[config.mk]
export PLATFORM = sky130hd
export DESIGN_NAME = instruction_fetch_unit_flat
export DESIGN_NICKNAME = d
export VERILOG_FILES = /design/src/rtl/instruction_fetch_unit_pkg.sv /design/src/rtl/instruction_fetch_unit_if.sv /design/src/rtl/instruction_fetch_unit_fetch_wait_timer.sv /design/src/rtl/instruction_fetch_unit.sv /design/src/flat_wrapper.sv
export SDC_FILE = /design/constraint.sdc
export NUM_CORES = 1
export LEC_CHECK = 0
export ABC_AREA = 1
export CORE_UTILIZATION = 43
export DETAILED_ROUTE_END_ITERATION = 10
export PLACE_DENSITY = 0.85
export SYNTH_ARGS = -nofsm -noshare
export SYNTH_HDL_FRONTEND = slang
export SYNTH_SLANG_ARGS = --single-unit
[constraint.sdc]
create_clock -name clk_i -period 1.6 [get_ports clk_i]
set_input_delay 0.16 -clock clk_i [delete_from_list [all_inputs] [get_ports clk_i]]
set_output_delay 0.16 -clock clk_i [all_outputs]
set_load 0.005 [all_outputs]
[src/rtl/instruction_fetch_unit_pkg.sv]
// Shared types and address-register-file control codes for the instruction fetch sequencer.
package instruction_fetch_unit_pkg;

    typedef enum logic [2:0] {
        S_IDLE,
        S_LO_REQ,
        S_LO_INC,
        S_HI_REQ,
        S_HI_INC,
        S_DONE,
        S_FAULT
    } fetch_state_e;

    // Address register file function codes
    localparam logic [1:0] FUN_DEC   = 2'b00;
    localparam logic [1:0] FUN_INC   = 2'b01;
    localparam logic [1:0] FUN_LOAD  = 2'b10;
    localparam logic [1:0] FUN_CLEAR = 2'b11;

    // Address register file enable masks
    localparam logic [2:0] REG_NONE = 3'b000;
    localparam logic [2:0] REG_PC   = 3'b100;
    localparam logic [2:0] REG_SP   = 3'b010;
    localparam logic [2:0] REG_AR   = 3'b001;

    localparam logic [1:0] OUTD_PC = 2'b00;

    localparam int unsigned WAIT_W = 8;

    function automatic logic is_req_state(fetch_state_e s);
        return (s == S_LO_REQ) || (s == S_HI_REQ);
    endfunction

endpackage

[src/rtl/instruction_fetch_unit_if.sv]
// Fetch-unit bus: start/PC from control and the register file, memory read port, IR result.
interface instruction_fetch_unit_if;

    logic        Start;
    logic [15:0] PCIn;
    logic [1:0]  OutDSel;
    logic [2:0]  RegSel;
    logic [1:0]  FunSel;
    logic [15:0] MemAddr;
    logic        MemRd;
    logic [7:0]  MemData;
    logic        MemAck;
    logic [15:0] IR;
    logic        IRValid;
    logic        Busy;
    logic        Fault;

    modport master (
        input  Start, PCIn, MemData, MemAck,
        output OutDSel, RegSel, FunSel, MemAddr, MemRd, IR, IRValid, Busy, Fault
    );

    modport slave (
        output Start, PCIn, MemData, MemAck,
        input  OutDSel, RegSel, FunSel, MemAddr, MemRd, IR, IRValid, Busy, Fault
    );

endinterface

[src/rtl/instruction_fetch_unit_fetch_wait_timer.sv]
// Memory-acknowledge wait counter shared by both request states of the fetch sequencer.
module fetch_wait_timer
    import instruction_fetch_unit_pkg::*;
#(
    parameter int unsigned MAX_WAIT = 15
) (
    input  logic clk_i,
    input  logic rst_ni,
    input  logic clear_i,
    input  logic en_i,
    output logic expired_o
);

    logic [WAIT_W-1:0] count_q, count_d;

    always_comb begin
        count_d = count_q;
        if (clear_i) begin
            count_d = '0;
        end else if (en_i) begin
            count_d = count_q + 1'b1;
        end
    end

    always_ff @(posedge clk_i or negedge rst_ni) begin
        if (!rst_ni) begin
            count_q <= '0;
        end else begin
            count_q <= count_d;
        end
    end

    // Flags the ack-less cycle whose count reaches MAX_WAIT, so the caller can leave on that edge.
    assign expired_o = en_i && !clear_i && (count_d == WAIT_W'(MAX_WAIT));

endmodule

[src/rtl/instruction_fetch_unit.sv]
// Fetches one little-endian 16-bit instruction as two byte reads, post-incrementing the PC per byte.
module instruction_fetch_unit
    import instruction_fetch_unit_pkg::*;
#(
    parameter int unsigned MAX_WAIT = 15
) (
    input  logic                      clk_i,
    input  logic                      rst_ni,
    instruction_fetch_unit_if.master  fetch
);

    fetch_state_e state_q, state_d;
    logic [7:0]   lo_buf_q, lo_buf_d;
    logic [15:0]  ir_q, ir_d;
    logic         tmr_clear, tmr_en, tmr_expired;
    logic         in_req, in_inc;

    assign in_req = is_req_state(state_q);
    assign in_inc = (state_q == S_LO_INC) || (state_q == S_HI_INC);

    // Counter is held clear outside the request states, so each request starts from zero.
    assign tmr_clear = !in_req;
    assign tmr_en    = in_req && !fetch.MemAck;

    fetch_wait_timer #(
        .MAX_WAIT(MAX_WAIT)
    ) u_wait_timer (
        .clk_i    (clk_i),
        .rst_ni   (rst_ni),
        .clear_i  (tmr_clear),
        .en_i     (tmr_en),
        .expired_o(tmr_expired)
    );

    always_comb begin
        state_d  = state_q;
        lo_buf_d = lo_buf_q;
        ir_d     = ir_q;
        unique case (state_q)
            S_IDLE: begin
                if (fetch.Start) state_d = S_LO_REQ;
            end
            S_LO_REQ: begin
                if (fetch.MemAck) begin
                    lo_buf_d = fetch.MemData;
                    state_d  = S_LO_INC;
                end else if (tmr_expired) begin
                    state_d = S_FAULT;
                end
            end
            S_LO_INC: state_d = S_HI_REQ;
            S_HI_REQ: begin
                if (fetch.MemAck) begin
                    ir_d    = {fetch.MemData, lo_buf_q};
                    state_d = S_HI_INC;
                end else if (tmr_expired) begin
                    state_d = S_FAULT;
                end
            end
            S_HI_INC: state_d = S_DONE;
            S_DONE:   state_d = S_IDLE;
            S_FAULT:  state_d = S_IDLE;
            default:  state_d = S_IDLE;
        endcase
    end

    always_ff @(posedge clk_i or negedge rst_ni) begin
        if (!rst_ni) begin
            state_q  <= S_IDLE;
            lo_buf_q <= '0;
            ir_q     <= '0;
        end else begin
            state_q  <= state_d;
            lo_buf_q <= lo_buf_d;
            ir_q     <= ir_d;
        end
    end

    assign fetch.OutDSel = OUTD_PC;
    assign fetch.RegSel  = in_inc ? REG_PC : REG_NONE;
    assign fetch.FunSel  = in_inc ? FUN_INC : FUN_DEC;
    assign fetch.MemAddr = fetch.PCIn;
    assign fetch.MemRd   = in_req;
    assign fetch.IR      = ir_q;
    assign fetch.IRValid = (state_q == S_DONE);
    assign fetch.Busy    = (state_q != S_IDLE);
    assign fetch.Fault   = (state_q == S_FAULT);

endmodule

[src/flat_wrapper.sv]
// flat-port wrapper written by rule: the top's interface ports become plain ports
module instruction_fetch_unit_flat import instruction_fetch_unit_pkg::*;
#(
    parameter int unsigned MAX_WAIT = 15
)
  (clk_i, rst_ni, fetch_Start, fetch_PCIn, fetch_MemData, fetch_MemAck, fetch_OutDSel, fetch_RegSel, fetch_FunSel, fetch_MemAddr, fetch_MemRd, fetch_IR, fetch_IRValid, fetch_Busy, fetch_Fault);
  instruction_fetch_unit_if fetch_i ();
  input  logic clk_i;
  input  logic rst_ni;
  input wire logic [$bits(fetch_i.Start)-1:0] fetch_Start;
  input wire logic [$bits(fetch_i.PCIn)-1:0] fetch_PCIn;
  input wire logic [$bits(fetch_i.MemData)-1:0] fetch_MemData;
  input wire logic [$bits(fetch_i.MemAck)-1:0] fetch_MemAck;
  output wire logic [$bits(fetch_i.OutDSel)-1:0] fetch_OutDSel;
  output wire logic [$bits(fetch_i.RegSel)-1:0] fetch_RegSel;
  output wire logic [$bits(fetch_i.FunSel)-1:0] fetch_FunSel;
  output wire logic [$bits(fetch_i.MemAddr)-1:0] fetch_MemAddr;
  output wire logic [$bits(fetch_i.MemRd)-1:0] fetch_MemRd;
  output wire logic [$bits(fetch_i.IR)-1:0] fetch_IR;
  output wire logic [$bits(fetch_i.IRValid)-1:0] fetch_IRValid;
  output wire logic [$bits(fetch_i.Busy)-1:0] fetch_Busy;
  output wire logic [$bits(fetch_i.Fault)-1:0] fetch_Fault;
  assign fetch_i.Start = fetch_Start;
  assign fetch_i.PCIn = fetch_PCIn;
  assign fetch_i.MemData = fetch_MemData;
  assign fetch_i.MemAck = fetch_MemAck;
  assign fetch_OutDSel = fetch_i.OutDSel;
  assign fetch_RegSel = fetch_i.RegSel;
  assign fetch_FunSel = fetch_i.FunSel;
  assign fetch_MemAddr = fetch_i.MemAddr;
  assign fetch_MemRd = fetch_i.MemRd;
  assign fetch_IR = fetch_i.IR;
  assign fetch_IRValid = fetch_i.IRValid;
  assign fetch_Busy = fetch_i.Busy;
  assign fetch_Fault = fetch_i.Fault;
  instruction_fetch_unit #(.MAX_WAIT(MAX_WAIT)) u_core (.clk_i(clk_i), .rst_ni(rst_ni), .fetch(fetch_i));
endmodule
==> key figures <==
Logic synthesis
  – Warnings, synthesis: 0
  – Mapped cell area: 1770 um2
  – Share of the synthesized area in the top cell type: 49.5%
  – Async SR Flop Fraction: 100%
  – Cell taking the most area after synthesis: dfrtp_1
  – Yosys reg bits: 35
  – Post-synth EDFFs: 0
  – Synthesized area per cell: 8.93 um2
  – Unique masters post-synth: 25
  – Post-Syn Instances: 198
  – Synth area leaders: dfrtp_1 (50%), buf_4 (10%), nand2_1 (8.5%), inv_1 (5.7%), o21ai_0 (5.7%)
  – Seq/Total Area, Yosys: 49.5%
  – Synth Flop Type: dfrtp_1

Global routing
  – Gr ovfl total: 0
  – GRT Total Usage: 17.4%
  – Vias in the first global route: 1247
  – First-pass GRT wire length: 5.59 mm
  – Pin count of the biggest net entering global routing: 36
  – Initial antenna violation count: 0

Timing
  – Unrepaired setup endpoints after global routing: true
  – Final setup margin: 0.0238 ns
  – Final Cycle Share: 98.5%
  – Number of setup violations in the final report: 0
  – Fmax: 634 MHz
  – Final Max Tran Viols: 0
  – Post-route setup TNS: 0 ns
  – Final min period: 1.58 ns
  – Hold Vio Cnt, Final: 0
  – Final Skew: 0.00709 ns

Outcome
  – Status: complete, no violations

Pwr
  – Leak Pwr: 1.20 nW
  – Power density over the cells: 1750 nW/um2
  – Max IR drop VDD: 1.05 mV

Setup path
  – Critical Path RT: 1.82 ns
  – Critical path data arrival time: 1.79 ns
  – Cell chain of the critical path: clkdlybuf4s50_1 > inv_1 > nand3_1 > nor2_2 > nand2_1 > nand2_1 > nand2_1 > nor2_1 > nand3_1 > nand2_1 > nand2_1 > nand2_1
  – CP max FO: 5
  – Worst path bufs/invs: 2
  – Largest stage delay on the critical path: 0.52 ns
  – CP delay by family, top: simple AND/OR/NAND/NOR gates
  – Crit-path most repeated cell: nand2_1
  – Slowest stage cell, crit path: clkdlybuf4s50_1
  – Worst R2R Setup Slack: 0.04 ns
  – Crit Path Class: in2reg
  – Setup crit end kind: flip-flop
  – Crit start category: input pin

CTS
  – CTS Buf Count: 5
  – Clk root buf: clkbuf_8
  – Clock slew at reported path FFs: 0.07 ns
  – Clock buffer depth: 2
  – CTS tree: yes
  – Clock latency on the worst-skew pair: 0.28 ns
  – H-Tree Depth: 2
  – # clock sinks: 35

Cells and area
  – Final #Nets: 272
  – Most common cell after layout, fill and taps aside: nand2_1
  – Final Cell Area: 2390 um2
  – Area grow syn2layout: 35.0%
  – Filler instances: 293
  – Diodes inserted: 0
  – Most frequent cells in the layout: nand2_1 (39), dfrtp_1 (33), clkdlybuf4s50_1 (27), inv_1 (26), buf_4 (22)
  – Layout cells sized above 1: 28.3%

Die
  – Starting Density: 46.5%
  – Area of the die: 4370 um2
  – Row Count: 22
  – CORE AREA: 3800 um2
  – Die height: 66.1 um
  – Die extent in x: 66.1 um
  – Io pins: 71

Placement
  – DP Area: 2080 um2
  – PortBufs: 33
  – Detail Placement HPWL: 2.33 mm
  – GPL Wtd Cong: 0.818
  – Pre-CTS setup slack: -0.109 ns

Routing
  – Routed via count: 1416
  – 1st-pass router iterations: 4
  – Initial DRC Count: 68
  – Final ANT Viol Nets: 0
  – Residual DRC: 0
  – Drt total wl: 3.93 mm
  – DR WL/cell: 13.4 um
  – Avg Vias per Cell: 4.85

Job
  – Max-cap violations: 0

Worst hold path
  – Min-delay worst type: in2async
==> through the flow <==
stage,hold WS (ns),power (mW),util [%],instances
detailed placement,0.320,3.01,54.9,268
floorplan,-0.136,2.22,-,202
finish,0.283,4.19,62.8,292
CTS,0.295,3.93,59.3,283
global route,0.320,4.45,62.8,292
global placement,0.320,2.97,54.9,268
==> path summary, 6_finish.rpt <==
check,endpoint,startpoint,cells past startpoint
worst min register to register,u_core.fetch.IR[6],u_core.fetch.IR[6],2
worst min-delay path,u_core.fetch.IR[15],rst_ni,2
worst max-delay path,u_core.state_q[1],fetch_MemAck,12
max in group asynchronous,u_core.state_q[1],rst_ni,2
worst max register to register,u_core.state_q[1],u_core.u_wait_timer.count_q[1],10
min in group clk_i,fetch_MemAddr[0],fetch_PCIn[0],0
==> cell families after synthesis <==
kind of cell	Yosys count	share of synthesized area, %
compound gates	25	7.22
xor+xnor	1	0.495
fa+ha+maj	1	0.708
buf+inv	57	18.1
flops	35	49.5
mux	8	5.10
other cells	1	0.212
simple gates	70	18.6
==> area by class of cell <==
| class | count | area [um2] | area share, % |
|---|---|---|---|
| flip-flops and latches | 35 | 878 | 36.8 |
| inverters | 29 | 111 | 4.66 |
| clock inverters | 3 | 43.8 | 1.83 |
| well taps | 48 | 60.1 | 2.52 |
| repair buffers | 62 | 577 | 24.2 |
| multi-input cells | 110 | 648 | 27.1 |
| clock buffers | 5 | 68.8 | 2.88 |
==> Yosys cell counts, drive strengths merged (2+ instances only) <==
master and n:
mux2 8, o21ai 20, nor3 2, nand3 11, a21oi 4, nand4 3, dfrtp 35, buf 27
nand2 41, nor2 11, inv 29
==> layer usage <==
layer / vias to the layer above / routed length [um] / GRT usage [%]
li1: 682 / - / -
met1: 677 / 1650 / 20.6
met2: 49 / 1950 / 28.7
met3: 8 / 287 / 6.72
met4: 0 / 33 / 6.12
met5: - / 0 / 0
==> flip-flops by register name, indices dropped and copies added, names as in the netlist <==
signal / count
u_core.state_q: 3
u_core.fetch.IR: 16
u_core.lo_buf_q: 8
u_core.u_wait_timer.count_q: 8
==> report_power, final <==
part / switching [mW] / internal, mW / total (mW)
Combinational: 0.869 / 1.10 / 1.97
Clock: 0.329 / 0.464 / 0.793
Sequential: 0.194 / 1.23 / 1.42
Total: 1.39 / 2.79 / 4.19
==> what timing repair did <==
item | in CTS | in global routing
hold buffers | 0 | 0
pin swaps | 1 | 5
gates resized for setup | 7 | 28
hold endpoints to repair | 0 | 0
endpoints found under the setup margin | 6 | 5
gates cloned | 0 | 0
buffers inserted | 7 | 10
Note: power is estimated with default switching activity, not from simulation.
